==> config.mk <==
export PLATFORM = sky130hd
export DESIGN_NAME = serial_deser
export DESIGN_NICKNAME = d
export VERILOG_FILES = /design/src/rtl/serial_pkg.sv /design/src/rtl/deser_out_buf.sv /design/src/rtl/serial_deser.sv
export SDC_FILE = /design/constraint.sdc
export NUM_CORES = 1
export LEC_CHECK = 0
export ABC_AREA = 1
export BUFFER_PORTS_ARGS = -buffer_cell sky130_fd_sc_hd__buf_2
export CAP_MARGIN = 20
export CORE_UTILIZATION = 35
export CTS_BUF_LIST = sky130_fd_sc_hd__clkbuf_16
export DETAILED_ROUTE_END_ITERATION = 8
export PLACE_DENSITY_LB_ADDON = 0.25
export SLEW_MARGIN = 10
export SYNTH_ARGS = -nofsm -noshare
export SYNTH_HDL_FRONTEND = slang
export SYNTH_HIERARCHICAL = 1
export SYNTH_SLANG_ARGS = --single-unit
==> constraint.sdc <==
create_clock -name clk -period 1.7 [get_ports clk]
set_input_delay 0.085 -clock clk [delete_from_list [all_inputs] [get_ports clk]]
set_output_delay 0.085 -clock clk [all_outputs]
set_load 0.01 [all_outputs]
==> src/rtl/serial_pkg.sv <==
// Shared definitions for the serial link receiver and transmitter:
// deserializer state encoding and bit-order constants.
package serial_pkg;

    typedef enum logic [1:0] {
        ST_IDLE,
        ST_SHIFT,
        ST_PARITY
    } deser_state_e;

    localparam bit LSB_FIRST_C = 1'b1;
    localparam bit MSB_FIRST_C = 1'b0;

endpackage

==> src/rtl/deser_out_buf.sv <==
// Output word buffer of the deserializer: holds dout/dout_valid, handles load, drain and overrun.
// Build option PARITY_CHECK_EN adds a parity_err flag registered alongside dout.
module deser_out_buf #(
    parameter int N_BITS = 8
) (
    input  logic              clk,
    input  logic              reset,
    input  logic              load,
    input  logic [N_BITS-1:0] word,
`ifdef PARITY_CHECK_EN
    input  logic              perr_in,
`endif
    input  logic              out_ready,
    output logic [N_BITS-1:0] dout,
    output logic              dout_valid,
`ifdef PARITY_CHECK_EN
    output logic              parity_err,
`endif
    output logic              overrun
);

    always_ff @(posedge clk or posedge reset) begin
        if (reset) begin
            dout       <= '0;
            dout_valid <= 1'b0;
            overrun    <= 1'b0;
`ifdef PARITY_CHECK_EN
            parity_err <= 1'b0;
`endif
        end else if (load) begin
            // A buffer being drained on this edge counts as free.
            if (!dout_valid || out_ready) begin
                dout       <= word;
                dout_valid <= 1'b1;
                overrun    <= 1'b0;
`ifdef PARITY_CHECK_EN
                parity_err <= perr_in;
`endif
            end else begin
                overrun <= 1'b1;
            end
        end else begin
            overrun <= 1'b0;
            if (dout_valid && out_ready) begin
                dout_valid <= 1'b0;
            end
        end
    end

endmodule

==> src/rtl/serial_deser.sv <==
// Serial-in/parallel-out receiver with a double-buffered valid/ready output.
// Build option PARITY_CHECK_EN appends an even-parity bit to every word.
//
// state     | meaning
// ST_IDLE   | no bits held, count = 0
// ST_SHIFT  | 1..N_BITS-1 data bits held
// ST_PARITY | all data bits held, waiting for the parity bit
import serial_pkg::*;

module serial_deser #(
    parameter int N_BITS    = 8,
    parameter bit LSB_FIRST = LSB_FIRST_C
) (
    input  logic              clk,
    input  logic              reset,
    input  logic              sin,
    input  logic              sin_valid,
    input  logic              clear,
    output logic [N_BITS-1:0] dout,
    output logic              dout_valid,
    input  logic              out_ready,
    output logic              busy,
`ifdef PARITY_CHECK_EN
    output logic              parity_err,
`endif
    output logic              overrun
);

    localparam int CW = $clog2(N_BITS + 1);
    localparam logic [CW-1:0] LAST_CNT = CW'(N_BITS - 1);

    deser_state_e      state;
    logic [CW-1:0]     count;
    logic [N_BITS-1:0] sr;
    logic [N_BITS-1:0] sr_next;
    logic [N_BITS-1:0] word;
    logic              take;
    logic              complete;

    always_comb begin
        sr_next = LSB_FIRST ? {sin, sr[N_BITS-1:1]} : {sr[N_BITS-2:0], sin};
    end

    assign take = sin_valid && !clear;

`ifdef PARITY_CHECK_EN
    logic perr;
    assign complete = take && (state == ST_PARITY);
    assign word     = sr;
    assign perr     = ^{sr, sin};
`else
    // Last data bit goes straight into the buffer, bypassing sr.
    assign complete = take && (state == ST_SHIFT) && (count == LAST_CNT);
    assign word     = sr_next;
`endif

    assign busy = (count != '0);

    always_ff @(posedge clk or posedge reset) begin
        if (reset) begin
            state <= ST_IDLE;
            count <= '0;
            sr    <= '0;
        end else if (clear) begin
            state <= ST_IDLE;
            count <= '0;
        end else if (sin_valid) begin
            case (state)
                ST_IDLE: begin
                    sr    <= sr_next;
                    count <= CW'(1);
                    state <= ST_SHIFT;
                end
                ST_SHIFT: begin
                    sr <= sr_next;
                    if (count == LAST_CNT) begin
`ifdef PARITY_CHECK_EN
                        count <= count + CW'(1);
                        state <= ST_PARITY;
`else
                        count <= '0;
                        state <= ST_IDLE;
`endif
                    end else begin
                        count <= count + CW'(1);
                    end
                end
                ST_PARITY: begin
                    count <= '0;
                    state <= ST_IDLE;
                end
                default: begin
                    count <= '0;
                    state <= ST_IDLE;
                end
            endcase
        end
    end

    deser_out_buf #(
        .N_BITS(N_BITS)
    ) u_out_buf (
        .clk       (clk),
        .reset     (reset),
        .load      (complete),
        .word      (word),
`ifdef PARITY_CHECK_EN
        .perr_in   (perr),
`endif
        .out_ready (out_ready),
        .dout      (dout),
        .dout_valid(dout_valid),
`ifdef PARITY_CHECK_EN
        .parity_err(parity_err),
`endif
        .overrun   (overrun)
    );

endmodule

==> metrics <==
pre-CTS WS=~320 ps; number of instances in the synthesized netlist=113; Total Nets Final=between 100 and 150; Crit Reg-Reg Endpoint=u_out_buf/dout[4]; total number of clock tree sinks=22; Core Area=between 2000 and 3000 sq um; total net switching power=around 0.25 mW; drt initial violations=17; Final setup viols=0; number of pins with negative max-slew slack in the final report=0; pin count of the biggest net entering global routing=13; main combinational cell family by area after synthesis=simple AND/OR/NAND/NOR gates; critical path startpoint category=register; Synth cell types=17; top cells by area in the synthesized netlist=sky130_fd_sc_hd__dfrtp_1, sky130_fd_sc_hd__nand2_1, sky130_fd_sc_hd__nand3_2, sky130_fd_sc_hd__inv_1, sky130_fd_sc_hd__nand3_1; xor and xnor fraction of the mapped netlist area=0.00855; H-tree depth=1; worst setup path class=register to register; DRC violation count after routing=0; mean routed wirelength per cell=approximately 10 microns; power per standard cell area=roughly 960 nW/um^2; area growth from synthesis to layout=17.9%; Synth Area in Simple Gates=0.332; worst hold-check path type=input pin to register; clock tree from TritonCTS=yes; count of flip-flops with a built-in enable after synthesis=0; Clk network pwr share=0.421; sequential element share of the synthesized area=0.537; Setup Skew=2.36 ps; number of primary I/O pins=17; actual transition at the worst max-transition pin=between 400 and 500 ps; Final Worst Setup Slack=~320 ps; Pre-antenna DRT Iters=4; asr flop ratio synth=1.00; cell count of the worst hold path=3; Synth top area share=0.537; highest fanout seen on the critical path=10; GRT Resource Usage Total=0.128; Syn Nets=121; syn avg cell area=between 9 and 10 sq um; clock-pin slew on the worst setup and hold paths=60 ps; Total Routed Length=~1.7 mm; warning count from the yosys run=6; post-synthesis cell type with the largest combined area=sky130_fd_sc_hd__dfrtp_1; r2r worst-path depth=7; endpoint with the worst hold slack=sr[7]; post-layout utilization of the core=0.438; HPWL after DPL=1.30 mm; placed inst area=between 1000 and 1500 sq um; share of total power consumed by net switching=0.221; overflow left after global routing=0; time the worst path needs with I/O delays and setup=1380 ps; synthesized-area fraction occupied by ao, oa, aoi and oai cells=0.0220; number of flip-flops and latches in the synthesized netlist=22; peak ir drop on the vdd network=between 0.6 and 0.7 mV; register share of total power=0.513; portion of total power attributed to combinational logic=0.066; post-route setup TNS=0 ps; area of the mapped netlist=a little over 1000 sq um; # diodes=0; Chip Width=~56 microns; number of hold violations in the final report=0; worst-case hold slack=79.8 ps; root cell of the clock tree=sky130_fd_sc_hd__clkbuf_16; fin crit share=0.813; starting density of the core=0.372; worst-case register-to-register setup slack=320 ps; Chip Height=56.1 microns; most instantiated cells after synthesis=sky130_fd_sc_hd__nand2_1, sky130_fd_sc_hd__dfrtp_1, sky130_fd_sc_hd__inv_1; number of global-route vias before repair=746; area of the die=between 3000 and 4000 sq um; Port Buffers=16; CTS Buffer Depth=2; via count of the routed design=approximately 740; worst hold start=sin; Routability Congestion=0.784; multiplexer share of the synthesized area=0; num rows=19; average via count per standard cell=~4.5; proportion of layout cells with a drive suffix above 1=0.241; unrepaired setup endpoints after global routing=false; number of buffers inserted during clock tree synthesis=3; # Max-Cap Violations=0; Max-slew headroom=0.689; critical register-to-register path startpoint=count[0]; leakage component of the power=between 0.6 and 0.7 nW; highest achievable clock rate=just over 700 MHz; internal power of the cells=0.900 mW; initial antenna violation count=0; Critical Path Source=count[0]; Worst setup EP type=register; endpoint required time on the critical path=~1800 ps; first-pass GRT wire length=between 3 and 4 mm; Antenna Nets Post-Route=0; run status=completed; library cell with the highest instance count after synthesis=sky130_fd_sc_hd__nand2_1; number of buffers inserted to repair setup after CTS=0; Data arrival, critical path=1530 ps; worst-skew pair later-pin latency=between 200 and 300 ps; arithmetic-cell share of the synthesized area counting full adders, half adders and majority gates=0.0244; Main synth FF type=sky130_fd_sc_hd__dfrtp_1; cell area after layout=1210 sq um
-- flip-flops by register name, indices dropped and copies added, names as in the netlist --
name,flops
state,1
count,4
u_out_buf/overrun,1
sr,7
u_out_buf/dout,8
u_out_buf/dout_valid,1
-- power groups by stage --
stage / Sequential, mW / Combinational [mW] / Clock [mW]
after floorplan: 0.593 / 0.0544 / 0
after global placement: 0.601 / 0.0735 / 0
after detailed placement: 0.601 / 0.0757 / 0
after CTS: 0.592 / 0.0781 / 0.497
after global routing: 0.598 / 0.0919 / 0.525
final: 0.593 / 0.0759 / 0.486
-- routing by layer --
layer,vias to the layer above,GRT usage,wire length [microns]
met2,11,0.209,806
met5,-,0,0
met1,339,0.164,826
met4,0,0.0627,18
li1,390,-,-
met3,2,0.0209,64
-- worst max-delay path, cell delays in order (launching register included) --
cell and delay (ps):
sky130_fd_sc_hd__dfrtp_1 400, sky130_fd_sc_hd__ha_1 220, sky130_fd_sc_hd__nand3_1 100, sky130_fd_sc_hd__nor2_1 120, sky130_fd_sc_hd__buf_4 210, sky130_fd_sc_hd__nand2_4 100
sky130_fd_sc_hd__nand2_1 80, sky130_fd_sc_hd__nand2_1 40
-- final cells by class --
type	count	area, sq um
Clock inverter	1	3.75
Sequential cell	22	551
Multi-Input combinational cell	77	397
Fill cell	270	1550
Tap cell	31	38.8
Clock buffer	3	75.1
Inverter	12	46.3
Timing Repair Buffer	18	97.6
-- repair_timing --
item / 4_1_cts / 5_1_grt
resized for setup: 0 / 0
hold buffers: 1 / 0
endpoints found under the hold margin: 22 / 0
-- worst max path at each step --
stage	to	slack, ps	cells past startpoint
2_1_floorplan	u_out_buf/dout[0]	440	7
3_3_place_gp	u_out_buf/dout[0]	340	7
3_5_place_dp	u_out_buf/dout[4]	320	7
4_1_cts	u_out_buf/dout[4]	310	7
5_1_grt	u_out_buf/dout[5]	180	7
6_report	u_out_buf/dout[4]	320	7
-- cell families (layout without fill, tap and decap cells) --
| logic type | count (synthesis) | after routing |
|---|---|---|
| AO/OA/AOI/OAI | 4 | 4 |
| XOR/XNOR | 1 | 1 |
| adder cells (fa/ha/maj) | 2 | 2 |
| buffers and inverters | 14 | 34 |
| flip-flops | 22 | 22 |
| AND/OR/NAND/NOR | 70 | 70 |
-- per-stage QoR --
step / power (mW) / cells
after floorplan: 0.648 / 113
after global placement: 0.674 / 159
after detailed placement: 0.676 / 159
after CTS: 1.17 / 164
after global routing: 1.22 / 164
final: 1.16 / 164
-- cells in the final DEF (no fill, tap or decap) --
master / instances
sky130_fd_sc_hd__nand2_2: 1
sky130_fd_sc_hd__clkinv_2: 1
sky130_fd_sc_hd__o21ai_0: 2
sky130_fd_sc_hd__xnor2_1: 1
sky130_fd_sc_hd__nand2_1: 48
sky130_fd_sc_hd__buf_4: 1
sky130_fd_sc_hd__dfrtp_1: 22
sky130_fd_sc_hd__nand3_2: 8
sky130_fd_sc_hd__o22ai_1: 1
sky130_fd_sc_hd__buf_2: 16
sky130_fd_sc_hd__nand2_4: 2
sky130_fd_sc_hd__nand4_1: 1
sky130_fd_sc_hd__nand3_1: 6
sky130_fd_sc_hd__ha_1: 2
sky130_fd_sc_hd__clkinv_1: 1
sky130_fd_sc_hd__a31oi_1: 1
sky130_fd_sc_hd__inv_1: 11
sky130_fd_sc_hd__clkbuf_16: 3
sky130_fd_sc_hd__nor2_1: 4
sky130_fd_sc_hd__dlygate4sd3_1: 1
Power figures use the tool's default switching activity.
